## config.mk

```make
export PLATFORM = sky130hd
export DESIGN_NAME = iir_mc
export DESIGN_NICKNAME = d
export VERILOG_FILES = /design/src/rtl/iir_mc.sv
export SDC_FILE = /design/constraint.sdc
export NUM_CORES = 2
export LEC_CHECK = 0
export CAP_MARGIN = 20
export CORE_ASPECT_RATIO = 0.8
export CORE_MARGIN = 4
export CORE_UTILIZATION = 45
export CTS_CLUSTER_SIZE = 10
export DETAILED_ROUTE_END_ITERATION = 7
export PLACE_DENSITY = 0.71
export SETUP_SLACK_MARGIN = 0.2
export SYNTH_ARGS = -nofsm -noshare
export SYNTH_HDL_FRONTEND = slang
export SYNTH_SLANG_ARGS = --single-unit
```

## constraint.sdc

```tcl
create_clock -name clk -period 23.1 [get_ports clk]
set_input_delay 2.31 -clock clk [delete_from_list [all_inputs] [get_ports clk]]
set_output_delay 2.31 -clock clk [all_outputs]
set_load 0.02 [all_outputs]
```

## src/rtl/iir_mc.sv

```systemverilog
// Time-multiplexed multi-channel direct-form-I IIR filter: one serial MAC shared by
// CH channels, per-channel x/y history, round-half-up and saturation on the output.
module iir_mc #(
  parameter int N        = 2,
  parameter int CH       = 4,
  parameter int BITWIDTH = 32,
  parameter int CW       = 32,
  parameter int FAC      = 20,
  parameter int CHW      = (CH > 1) ? $clog2(CH) : 1,
  parameter int AB       = $clog2(2 * N + 1)
) (
  input  logic                       clk,
  input  logic                       rst,
  input  logic signed [BITWIDTH-1:0] x,
  input  logic        [CHW-1:0]      in_ch,
  input  logic                       in_valid,
  output logic                       in_ready,
  output logic signed [BITWIDTH-1:0] y,
  output logic        [CHW-1:0]      out_ch,
  output logic                       out_valid,
  input  logic                       out_ready,
  input  logic                       coef_we,
  input  logic        [AB-1:0]       coef_addr,
  input  logic signed [CW-1:0]       coef_data,
  output logic        [1:0]          state_dbg
);

  // Handshakes: a transfer happens on a rising edge where valid and ready are both 1;
  // in_ready and out_valid are registered and never high together.

  localparam int NT = 2 * N + 1;
  localparam int PW = BITWIDTH + CW;
  localparam int AW = BITWIDTH + CW + AB + 1;

  localparam logic [1:0] IDLE = 2'd0;
  localparam logic [1:0] MAC  = 2'd1;
  localparam logic [1:0] RND  = 2'd2;
  localparam logic [1:0] OUT  = 2'd3;

  localparam logic signed [CW-1:0] B0_UNITY = {{(CW-1){1'b0}}, 1'b1} << FAC;
  localparam logic signed [AW-1:0] RHALF    = AW'(1) <<< (FAC - 1);
  localparam logic signed [AW-1:0] YMAX     = (AW'(1) <<< (BITWIDTH - 1)) - AW'(1);
  localparam logic signed [AW-1:0] YMIN     = -(AW'(1) <<< (BITWIDTH - 1));

  logic [1:0]                 state;
  logic [AB-1:0]              tap;
  logic signed [AW-1:0]       acc;
  logic signed [BITWIDTH-1:0] x_lat;
  logic [CHW-1:0]             ch_lat;
  logic signed [CW-1:0]       coef [0:NT-1];
  logic signed [BITWIDTH-1:0] xh   [0:CH-1][0:N-1];
  logic signed [BITWIDTH-1:0] yh   [0:CH-1][0:N-1];

  logic signed [BITWIDTH-1:0] op;
  logic signed [CW-1:0]       cf;
  logic                       sub;
  logic signed [PW-1:0]       prod;
  logic signed [AW-1:0]       prod_ext;
  logic signed [AW-1:0]       rnd;
  logic signed [AW-1:0]       shr;
  logic signed [BITWIDTH-1:0] ysat;

  assign state_dbg = state;

  // Tap i selects x[n-i] for i<=N, y[n-(i-N)] for i>N; feedback taps are subtracted.
  always_comb begin
    op = x_lat;
    cf = '0;
    for (int c = 0; c < CH; c++) begin
      if (int'(ch_lat) == c) begin
        for (int k = 0; k < N; k++) begin
          if (int'(tap) == k + 1)     op = xh[c][k];
          if (int'(tap) == N + 1 + k) op = yh[c][k];
        end
      end
    end
    for (int k = 0; k < NT; k++) begin
      if (int'(tap) == k) cf = coef[k];
    end
    sub = (int'(tap) > N);
  end

  assign prod     = op * cf;
  assign prod_ext = {{(AW-PW){prod[PW-1]}}, prod};
  assign rnd      = acc + RHALF;
  assign shr      = rnd >>> FAC;

  always_comb begin
    if (shr > YMAX)      ysat = YMAX[BITWIDTH-1:0];
    else if (shr < YMIN) ysat = YMIN[BITWIDTH-1:0];
    else                 ysat = shr[BITWIDTH-1:0];
  end

  always_ff @(posedge clk or negedge rst) begin
    if (!rst) begin
      state     <= IDLE;
      tap       <= '0;
      acc       <= '0;
      x_lat     <= '0;
      ch_lat    <= '0;
      in_ready  <= 1'b0;
      y         <= '0;
      out_ch    <= '0;
      out_valid <= 1'b0;
      for (int k = 0; k < NT; k++) coef[k] <= (k == 0) ? B0_UNITY : '0;
      for (int c = 0; c < CH; c++) begin
        for (int k = 0; k < N; k++) begin
          xh[c][k] <= '0;
          yh[c][k] <= '0;
        end
      end
    end else begin
      case (state)
        IDLE: begin
          in_ready <= 1'b1;
          // Write lands before the MAC reads, so a same-edge sample sees it.
          if (coef_we) begin
            for (int k = 0; k < NT; k++) begin
              if (int'(coef_addr) == k) coef[k] <= coef_data;
            end
          end
          if (in_ready && in_valid) begin
            x_lat    <= x;
            ch_lat   <= (int'(in_ch) >= CH) ? CHW'(CH - 1) : in_ch;
            acc      <= '0;
            tap      <= '0;
            in_ready <= 1'b0;
            state    <= MAC;
          end
        end
        MAC: begin
          acc <= sub ? (acc - prod_ext) : (acc + prod_ext);
          if (int'(tap) == 2 * N) state <= RND;
          else                    tap   <= tap + 1'b1;
        end
        RND: begin
          y         <= ysat;
          out_ch    <= ch_lat;
          out_valid <= 1'b1;
          for (int c = 0; c < CH; c++) begin
            if (int'(ch_lat) == c) begin
              xh[c][0] <= x_lat;
              yh[c][0] <= ysat;
              for (int k = 1; k < N; k++) begin
                xh[c][k] <= xh[c][k-1];
                yh[c][k] <= yh[c][k-1];
              end
            end
          end
          state <= OUT;
        end
        OUT: begin
          if (out_ready) begin
            out_valid <= 1'b0;
            in_ready  <= 1'b1;
            state     <= IDLE;
          end
        end
        default: state <= IDLE;
      endcase
    end
  end

endmodule

```

==> flow_summary.yaml <==
floorplan:
  num_rows: 137
  die_x_um: 477
  core-area_um2: 175000
  die_area_um2: 183000
  ios: 112
  die_y_um: 383
  start_util_pct: 45.3
finish:
  final_util_pct: 49.0
  final_cell_mix: "fa_1, nand2_1, inv_1"
  syn_to_final_growth_pct: 8.06
  n_fill_cell: 15800
  drive_gt1_share_pct: 12.2
  final_common_cell: "fa_1"
  fin_nets: 9590
worst_setup_path:
  worst_ep_arrival_time_ps: 17600
  crit_buf_inv: 4
  crit_top_cell: "fa_1"
  cp_data_required_time_ps: 23710
  critPathSlowestCell: "nand2_1"
  start_kind: "flop"
  cpLargestDelayFamily: "adder cells"
  worst-path-max-fanout: 53
  crit_path_end_kind: "flop"
  cpPeakStageDelay_ps: 870
  setup.worst_path.class: "reg -> reg"
drt:
  wl_um: 257000
  ant_nets: 0
  wire_per_inst_um: 24.5
  first_iter_violations: 7041
  vias_per_cell: 5.91
  firstDrtPassIters: 6
  via_count: 62000
  route.detailed.drc: 0
yosys:
  yosys.cell_types.count: 109
  synth_top_family_by_area: "adder cells"
  synthSimpleGateAreaFrac_pct: 13.6
  synth_area_leaders: "fa_1, dfrtp_1, mux2_2, nand2_1, inv_1"
  synth_edf_count: 0
  syn-num-nets: 9730
  yosys_most_used_dff: "dfrtp_1"
  async_flop_share_pct: 100
  yosysTopAreaCellShare_pct: 27.4
  syn_area_um2: 79100
  ys_ff_latch: 815
  yosys.area.top_type: "fa_1"
  synth_cells: 8307
  avgSynthCellArea_um2: 9.52
  synth_compound_area_share_pct: 10.6
  muxShareOfSynthArea_pct: 8.80
  synth_warnings: 0
  yosysSeqAreaShare_pct: 25.8
  synthAdderAreaFrac_pct: 31.6
  synth_xor_area_share_pct: 2.45
global_routing:
  grt_pass1_wl_um: 397000
  grt_util_all_layers_pct: 28.3
  grt_max_degree: 180
  grt_pass1_vias: 63300
  grt-ovfl-total: 0
  antenna_found_initial: 11
clock_network:
  clock_path_buffers: 3
  cts_hold_buf: 0
  cts_root_buffer: "clkbuf_16"
  clock_sinks: 815
  clk_latency_ps: 710
  clk_pin_slew_worst_paths_ps: 60
  cts_resized: 0
  post_cts_buffers: 0
  cts_tree: "built"
  ctsHtreeMaxLevel: 3
  cts_buffers: 92
placement:
  port_buffers: 111
  place_hpwl_um: 192000
  gp_congestion: 0.996
timing:
  rsz0062_at_grt: "no"
  post-route-period-util_pct: 73.5
  slew_violations: 0
  setup-tns-final_ps: 0
  setup_violations: 0
  timing.fmax_ghz: 0.0589
  finalHoldViolations: 0
  fin_crit_ps: 16990
  clock_skew_ps: 75.0
  worst_pin_slew_ps: 1260
  slew_headroom_pct: 16.2
worst_hold_path:
  hold_path.class: "reg -> reg"
run_status:
  status: "complete, no violations"
job:
  max_cap_violations: 0
## stage by stage
step           cell area (um2)  std cells  hold WS, ps  setup slack [ps]
3_3_place_gp             82600      10300          467              6790
6_report                 85500      10500          483              6110
3_5_place_dp             82700      10400          478              6520
4_1_cts                  85200      10500          476              6440
2_1_floorplan            79100       8307          445              8770
5_1_grt                  85500      10500          499              5130
## layout make-up
class | instances | area (um2) | area share [%]
antenna | 12 | 30.0 | 0.0351
timing repair buffer | 259 | 2460 | 2.88
sequential | 815 | 20400 | 23.9
clock inverter | 7 | 173 | 0.202
inverter | 999 | 3750 | 4.39
tap | 2293 | 2870 | 3.36
multi-input combinational | 6000 | 53400 | 62.5
clock buffer | 111 | 2370 | 2.78
## metal layers
metal,part of all wire [%],routed length (um),vias up,global-route usage (%)
met3,14,35100,489,11.3
li1,-,-,26800,-
met1,43,109000,31500,40.5
met5,0,0,-,0
met4,2.9,7420,0,7.61
met2,41,105000,3248,39.8
## sequential cells by signal (all words and copies together) (netlist names)
register and flops:
acc 68, state_dbg 2, out_valid 1, tap 3, out_ch 2, yh 256
x_lat 32, ch_lat 2, in_ready 1, coef 160, xh 256, y 32
## logic make-up (layout without fill, tap and decap cells)
logic type,Yosys count,in the layout
flops,815,815
mux,623,623
buf+inv,1492,1376
xor+xnor,221,221
simple gates,2490,2490
other cells,0,12
fa+ha+maj,1349,1349
compound gates,1317,1317
## path summary, 6_finish.rpt
path / start / endpoint / slack [ps] / cells after the start
worst min register to register: yh[44]$_DFFE_PN0P_ / yh[12]$_DFFE_PN0P_ / 480 / 1
worst min-delay path: yh[44]$_DFFE_PN0P_ / yh[12]$_DFFE_PN0P_ / 480 / 1
worst max-delay path: tap[1]$_DFFE_PN0P_ / acc[66]$_DFFE_PN0P_ / 6110 / 54
min in group asynchronous: rst / xh[195]$_DFFE_PN0P_ / 1630 / 1
max in group asynchronous: rst / acc[62]$_DFFE_PN0P_ / 17030 / 7
worst max register to register: tap[1]$_DFFE_PN0P_ / acc[66]$_DFFE_PN0P_ / 6110 / 54
## Yosys cell counts, types with 13 or more instances
cell	n
a211oi_1	46
o211ai_1	92
or3_1	51
nor2_1	847
nor2b_1	46
o22ai_1	33
nand2_1	1024
a21o_1	94
o21ai_0	360
clkbuf_1	439
nand4_1	65
nand3_1	91
or2_2	27
a221oi_1	39
a31oi_1	29
mux2i_1	43
ha_1	266
xnor2_1	134
buf_1	43
o311ai_0	37
xor2_1	87
o21a_1	22
dfrtp_1	814
and3_1	29
nand2b_1	35
a21oi_1	385
nor3_1	128
o21bai_1	22
fa_1	1083
and2_1	80
o221a_2	33
inv_1	998
nor4_1	13
mux2_2	580
## worst reg2reg max path: cells and delay by family, from the launching register on
| family | cells | cell delay [ps] |
|---|---|---|
| xor gates and xnor gates | 2 | 350 |
| adders and majority gates | 11 | 5320 |
| buffers and inverters | 4 | 1730 |
| DFF | 1 | 470 |
| and+or+nand+nor | 15 | 4250 |
| muxes | 1 | 370 |
| AOI/OAI and AO/OA | 21 | 4420 |
Power is left out: the tool's default activity adds up to more than one toggle a clock period on the data nets, which glitch-free logic cannot reach.
